`config.mk`:
```
export PLATFORM = sky130hd
export DESIGN_NAME = serial_udiv
export DESIGN_NICKNAME = d
export VERILOG_FILES = /design/src/rtl/serial_udiv.sv
export SDC_FILE = /design/constraint.sdc
export NUM_CORES = 1
export LEC_CHECK = 0
export BUFFER_PORTS_ARGS = -buffer_cell sky130_fd_sc_hd__buf_2
export CAP_MARGIN = 20
export CORE_ASPECT_RATIO = 1.4
export CORE_MARGIN = 2
export CORE_UTILIZATION = 41
export CTS_CLUSTER_SIZE = 14
export DETAILED_ROUTE_END_ITERATION = 10
export PLACE_DENSITY = 0.57
export SYNTH_ARGS = -nofsm -noshare
export SYNTH_HDL_FRONTEND = slang
export SYNTH_SLANG_ARGS = --single-unit
export TNS_END_PERCENT = 50
```
`constraint.sdc`:
```
create_clock -name clk -period 7.5 [get_ports clk]
set_input_delay 2.25 -clock clk [delete_from_list [all_inputs] [get_ports clk]]
set_output_delay 2.25 -clock clk [all_outputs]
set_load 0.1 [all_outputs]
```
`src/rtl/serial_udiv.sv`:
```
// rtl/serial_udiv.sv - unsigned restoring radix-2 serial divider, one quotient bit per cycle
//
// Ports:
//   clk, reset                  single clock, synchronous active-high reset
//   s_axis_dividend_t*          dividend channel (tdata/tvalid/tready)
//   s_axis_divisor_t*           divisor channel (tdata/tvalid/tready)
//   m_axis_dout_tdata           {quotient, remainder}, held until the next result
//   m_axis_dout_tvalid          one-cycle result pulse, cannot be stalled
module serial_udiv #(
    parameter int DW = 32
) (
    input  logic            clk,
    input  logic            reset,
    input  logic [DW-1:0]   s_axis_dividend_tdata,
    input  logic            s_axis_dividend_tvalid,
    output logic            s_axis_dividend_tready,
    input  logic [DW-1:0]   s_axis_divisor_tdata,
    input  logic            s_axis_divisor_tvalid,
    output logic            s_axis_divisor_tready,
    output logic [2*DW-1:0] m_axis_dout_tdata,
    output logic            m_axis_dout_tvalid
);

    localparam int IW = $clog2(DW);
    localparam logic [IW-1:0] LAST_ITER = IW'(DW - 1);

    typedef enum logic [1:0] {
        IDLE = 2'd0,
        BUSY = 2'd1,
        DONE = 2'd2
    } state_t;

    state_t          state;
    logic            dvd_held;
    logic            dvs_held;
    logic [DW-1:0]   dvd_q;
    logic [DW-1:0]   dvs_q;
    logic [DW-1:0]   quo_q;
    logic [DW-1:0]   rem_q;
    logic [IW-1:0]   iter_q;

    logic            dvd_fire;
    logic            dvs_fire;
    logic [DW:0]     rem_shift;
    logic [DW+1:0]   trial;
    logic            q_bit;
    logic [DW-1:0]   rem_next;
    logic [DW-1:0]   quo_next;

    // Ready is a pure function of registered state, never of tvalid.
    assign s_axis_dividend_tready = (state == IDLE) && !dvd_held;
    assign s_axis_divisor_tready  = (state == IDLE) && !dvs_held;
    assign dvd_fire = s_axis_dividend_tvalid && s_axis_dividend_tready;
    assign dvs_fire = s_axis_divisor_tvalid && s_axis_divisor_tready;

    // quo_q starts as the dividend; its MSB is the next dividend bit to bring
    // down, and quotient bits fill in from the LSB as dividend bits leave.
    always_comb begin
        rem_shift = {rem_q, quo_q[DW-1]};
        trial     = {1'b0, rem_shift} - {2'b00, dvs_q};
        q_bit     = ~trial[DW+1];
        // Either branch is below the divisor (or below 2^DW when dividing by
        // zero), so the low DW bits hold the whole remainder.
        rem_next  = q_bit ? trial[DW-1:0] : rem_shift[DW-1:0];
        quo_next  = {quo_q[DW-2:0], q_bit};
    end

    always_ff @(posedge clk) begin
        if (reset) begin
            state              <= IDLE;
            dvd_held           <= 1'b0;
            dvs_held           <= 1'b0;
            dvd_q              <= '0;
            dvs_q              <= '0;
            quo_q              <= '0;
            rem_q              <= '0;
            iter_q             <= '0;
            m_axis_dout_tdata  <= '0;
            m_axis_dout_tvalid <= 1'b0;
        end else begin
            case (state)
                IDLE: begin
                    m_axis_dout_tvalid <= 1'b0;
                    if (dvd_fire) begin
                        dvd_q    <= s_axis_dividend_tdata;
                        dvd_held <= 1'b1;
                    end
                    if (dvs_fire) begin
                        dvs_q    <= s_axis_divisor_tdata;
                        dvs_held <= 1'b1;
                    end
                    // Start as soon as both operands are in, counting
                    // captures landing on this very edge.
                    if ((dvd_held || dvd_fire) && (dvs_held || dvs_fire)) begin
                        state  <= BUSY;
                        iter_q <= '0;
                        rem_q  <= '0;
                        quo_q  <= dvd_fire ? s_axis_dividend_tdata : dvd_q;
                    end
                end
                BUSY: begin
                    quo_q  <= quo_next;
                    rem_q  <= rem_next;
                    iter_q <= iter_q + 1'b1;
                    if (iter_q == LAST_ITER) begin
                        state              <= DONE;
                        m_axis_dout_tdata  <= {quo_next, rem_next};
                        m_axis_dout_tvalid <= 1'b1;
                    end
                end
                DONE: begin
                    state              <= IDLE;
                    dvd_held           <= 1'b0;
                    dvs_held           <= 1'b0;
                    m_axis_dout_tvalid <= 1'b0;
                end
                default: begin
                    state              <= IDLE;
                    dvd_held           <= 1'b0;
                    dvs_held           <= 1'b0;
                    m_axis_dout_tvalid <= 1'b0;
                end
            endcase
        end
    end

endmodule

```
Yosys cells after proc, flatten, opt, wreduce, memory -nomap -nowiden
Cells that the tools add are included.
{"block": "word_totals", "in_bits": 68, "elab_cells": 53, "ff_bits": 202, "output_inout_bits": 67}
{"block": "classes", "mux": 15, "n_bitwise": 2, "n_addsub": 2, "n_eq_ne": 6, "n_reduce_logical": 18}
{"op": "$mux W32", "n": 4}
{"op": "$pmux W32 S2", "n": 2}
{"op": "$sub A33 B32 Y34", "n": 1}
{"op": "$reduce_and A2 Y1", "n": 6}
{"op": "$pmux W5 S2", "n": 1}
{"op": "$ne A2 B2 Y1 const B", "n": 3}
{"op": "$add A5 B1 Y5 const B", "n": 1}
{"op": "$eq A5 B5 Y1 const B", "n": 1}
{"op": "$logic_and A1 B1 Y1", "n": 5}
{"op": "$mux W5", "n": 1}
{"op": "$mux W2", "n": 2}
{"op": "$pmux W1 S2", "n": 2}
{"op": "$pmux W2 S2", "n": 1}
{"op": "$eq A2 B1 Y1 const B", "n": 1}
{"op": "$logic_not A1 Y1", "n": 2}
{"op": "$logic_not A2 Y1", "n": 1}
{"op": "$logic_or A1 B1 Y1", "n": 2}
{"op": "$mux W1", "n": 2}
{"op": "$ne A2 B1 Y1 const B", "n": 1}
{"op": "$not A1 Y1", "n": 2}
{"op": "$reduce_bool A2 Y1", "n": 1}
{"op": "$reduce_or A2 Y1", "n": 1}

Longest topological paths before layout
{"block": "depth", "depth_word": 7, "depth_mapped": 13, "ltp_nobuf": 12}

Worst setup path after synthesis
No wires, ideal clock.
{"block": "synth_path", "path_type": "reg-to-output", "from": "register state[1]", "to": "output s_axis_divisor_tready", "t_required_ns": 5.250, "path_buffers": 0, "t_arrival_ns": 2.474, "path_slack_ns": 2.776, "stages_incl_launch_ff": 2, "cell_sequence": "dfxtp_1 nor3_1"}
{"block": "synth_via", "elab_chain_len": 2}
{"element": "from (decl)", "line": "33", "text": "state_t state;"}
{"element": "from (signal assigned)", "line": "70", "text": "state <= IDLE;"}
{"element": "from (signal assigned)", "line": "95", "text": "state <= BUSY;"}
{"element": "from (signal assigned)", "line": "106", "text": "state <= DONE;"}
{"element": "$logic_not A2 Y1", "line": "52", "text": "assign s_axis_divisor_tready = (state == IDLE) && !dvs_held;"}
{"element": "$logic_and A1 B1 Y1", "line": "52"}
{"element": "to (decl)", "line": "19", "text": "output logic s_axis_divisor_tready,"}
Every way passes these cells.

Worst setup path after layout
Same ends and word-level chain as after synthesis.

==> run metrics <==
FF-to-FF End rem_q[31]; Hold Slack 452 ps; final core occ 47.6%; critical path startpoint state[1]; Least-Margin Pin Slew 1090 ps; Netlist cell types 70; Max Cap Viol 0; gpl congestion 0.879; CP required 5250 ps; Mean Syn Cell Area 8.24 um^2; Setup TNS 0 ps; post-CTS sizing 0; Clock Skews around 8.4 ps; First-pass DRT Iterations 6; setup bufs post-CTS 0; Die Y 184 um; area leader, netlist dfxtp_1; Clock Tree Buf Depth 3; CTS Sinks 202; Fin. Hold Viols 0; Worst Path Arrival 1690 ps; layout cell share with drive strength beyond 1 16.5%; CTS hold repair buffers 0; crit-path max FO 5; Detailed Route WL 25000 um; Max VDD drop approximately 0.26 mV; TritonCTS buffer count 21; register bit total from synthesis 202; simple-gate area share of the yosys netlist a little under a fifth; Setup violations, final 0; pwr dens 331 nW/um^2; Worst-Skew Late Latency 500 ps; YS warnings 0; RSZ-0062 raised after global routing false; hold crit path type reg -> reg; worst setup path end s_axis_divisor_tready; leading cell types in the layout, fill and taps excluded dfxtp_1, nand2_1, nor2_1, buf_2, a21oi_1; FF-to-FF path depth 8; initial antenna violation count 1; ys flop type dfxtp_1; critical path endpoint category output port; overflow left after global routing 0; IO Count 135; DRC Markers 0; DR vias/cell between 5 and 6; area fraction of the dominant cell type after synthesis a little over two fifths; Synth Instances between 1000 and 1500; Die X 133 um; Area Growth Syn to Fin 15.1%; gr usage total 20.1%; vias in the first global route 8103; startpoint types flop; largest family of logic cells by synthesized area compound AO/OA/AOI/OAI gates; Synth Area in XOR/XNOR 2.11%; number of nets in the layout about 1300; die footprint 24500 um^2; clk root buf clkbuf_16; worst slack, placed about 3400 ps; remaining antenna violation count after routing 0; Synth area leaders dfxtp_1, nand2_1, a21oi_1; Final period util 52.5%; DR iter-0 viols just over 400; Core Box Area 23000 um^2; r2r startpoint rem_q[19]; most common cell after layout, fill and taps aside dfxtp_1; syn_nets 1259; kind of critical path reg -> out; fin area roughly 11000 um^2; minimum clock period 3940 ps; post-synthesis sequential area ratio 42.5%; first-pass GRT wire length around 41000 um; Post-synth EDFFs 0; n_diodes 0; max-slew violation count 0; clock slew at reported path FFs ~60 ps; adder-cell area share of the yosys netlist 4.68%; Synth Area in Compound Gates 20.7%; drt wl/cell between 15 and 20 um; achievable frequency around 0.25 GHz; status complete, no violations; mux cell area share after synthesis 5.99%; Leakage 4.54 nW; H-tree lvl count 1; Rows between 60 and 70; placed cell areas 10300 um^2; worst relative slew slack 27.4%; setup ws final 3560 ps; post-DP HPWL roughly 17000 um; Buffers on Ports between 100 and 150; via count ~8400; largest net degree at the start of global routing 93; Post-synth ARST share 0%; Synth Cell Area 9530 um^2; initial core utilization 41.3%; R2R setup slack 3990 ps; TritonCTS clock tree done
## logic make-up after synthesis
group / after synthesis
buf+inv: 123
fa+ha+maj: 35
compound gates: 305
mux: 57
xor+xnor: 23
flops: 202
simple gates: 411
## critical path, stage by stage (launching register included)
cell and delay [ps]:
dfxtp_1 370, nor3_1 310, buf_2 510
## Yosys cell counts, drive strengths merged, types with 2 or more instances
master and n:
o21ai 73, xnor2 11, a2111oi 2, o211ai 4
nand4 9, clkbuf 68, o31ai 8, nand2 196
a21o 8, nor3 16, o21bai 3, a311o 2
a41oi 3, xor2 12, a21oi 121, o221ai 2
nand2b 3, a22o 2, and3 8, nor2b 2
mux2i 57, a221oi 31, o311ai 2, inv 46
o31a 2, or3 4, nor2 138, nand3 17
o21a 5, o211a 2, ha 34, dfxtp 202
buf 9, a311oi 5, o22ai 2, nor4 8
a211oi 8, a32oi 6, a31oi 6, a32o 2
and2 7
## report_power, final
group          internal, W  leakage, nW  switching [W]
logic             0.000524         2.56       0.000885
clock network     0.000599        0.340       0.000433
registers          0.00114         1.64      0.0000496
## state kept, by name (all words and copies together) (netlist names)
signal              flops
m_axis_dout_tdata      64
dvs_q                  32
state                   2
m_axis_dout_tvalid      1
rem_q                  32
dvd_held                1
dvd_q                  32
quo_q                  32
iter_q                  5
dvs_held                1
## worst min path at each step
stage                            end  slack, ps                  start  cells after the start
6_report       m_axis_dout_tdata[35]        450  m_axis_dout_tdata[35]                      2
3_3_place_gp   m_axis_dout_tdata[42]        440  m_axis_dout_tdata[42]                      2
5_1_grt                    dvs_q[21]        480              dvs_q[21]                      2
3_5_place_dp   m_axis_dout_tdata[34]        450  m_axis_dout_tdata[34]                      2
4_1_cts        m_axis_dout_tdata[34]        450  m_axis_dout_tdata[34]                      2
2_1_floorplan              dvs_q[10]        440              dvs_q[10]                      2
## stage by stage
step	std cells	total power (W)
detailed placement	1529	0.00262
CTS	1566	0.00366
global placement	1529	0.00261
floorplan	1156	0.00235
global route	1566	0.00386
finish	1566	0.00363
## per-layer routing
metal	vias up	share of wire, %	global-route usage, %
met5	-	0.044	0
met4	2	3.1	8.34
met3	53	4.9	3.47
met2	187	49	36.0
met1	3973	42	23.6
li1	4203	-	-
## final cells by class
type / instances / area [um^2]
Multi-Input combinational cell: 831 / 4940
Tap cell: 306 / 383
Fill cell: 2338 / 12100
Sequential cell: 202 / 4040
Clock inverter: 9 / 80.1
Inverter: 46 / 173
Timing Repair Buffer: 144 / 748
Clock buffer: 28 / 602
No activity file was read; power rests on OpenSTA's default activity.
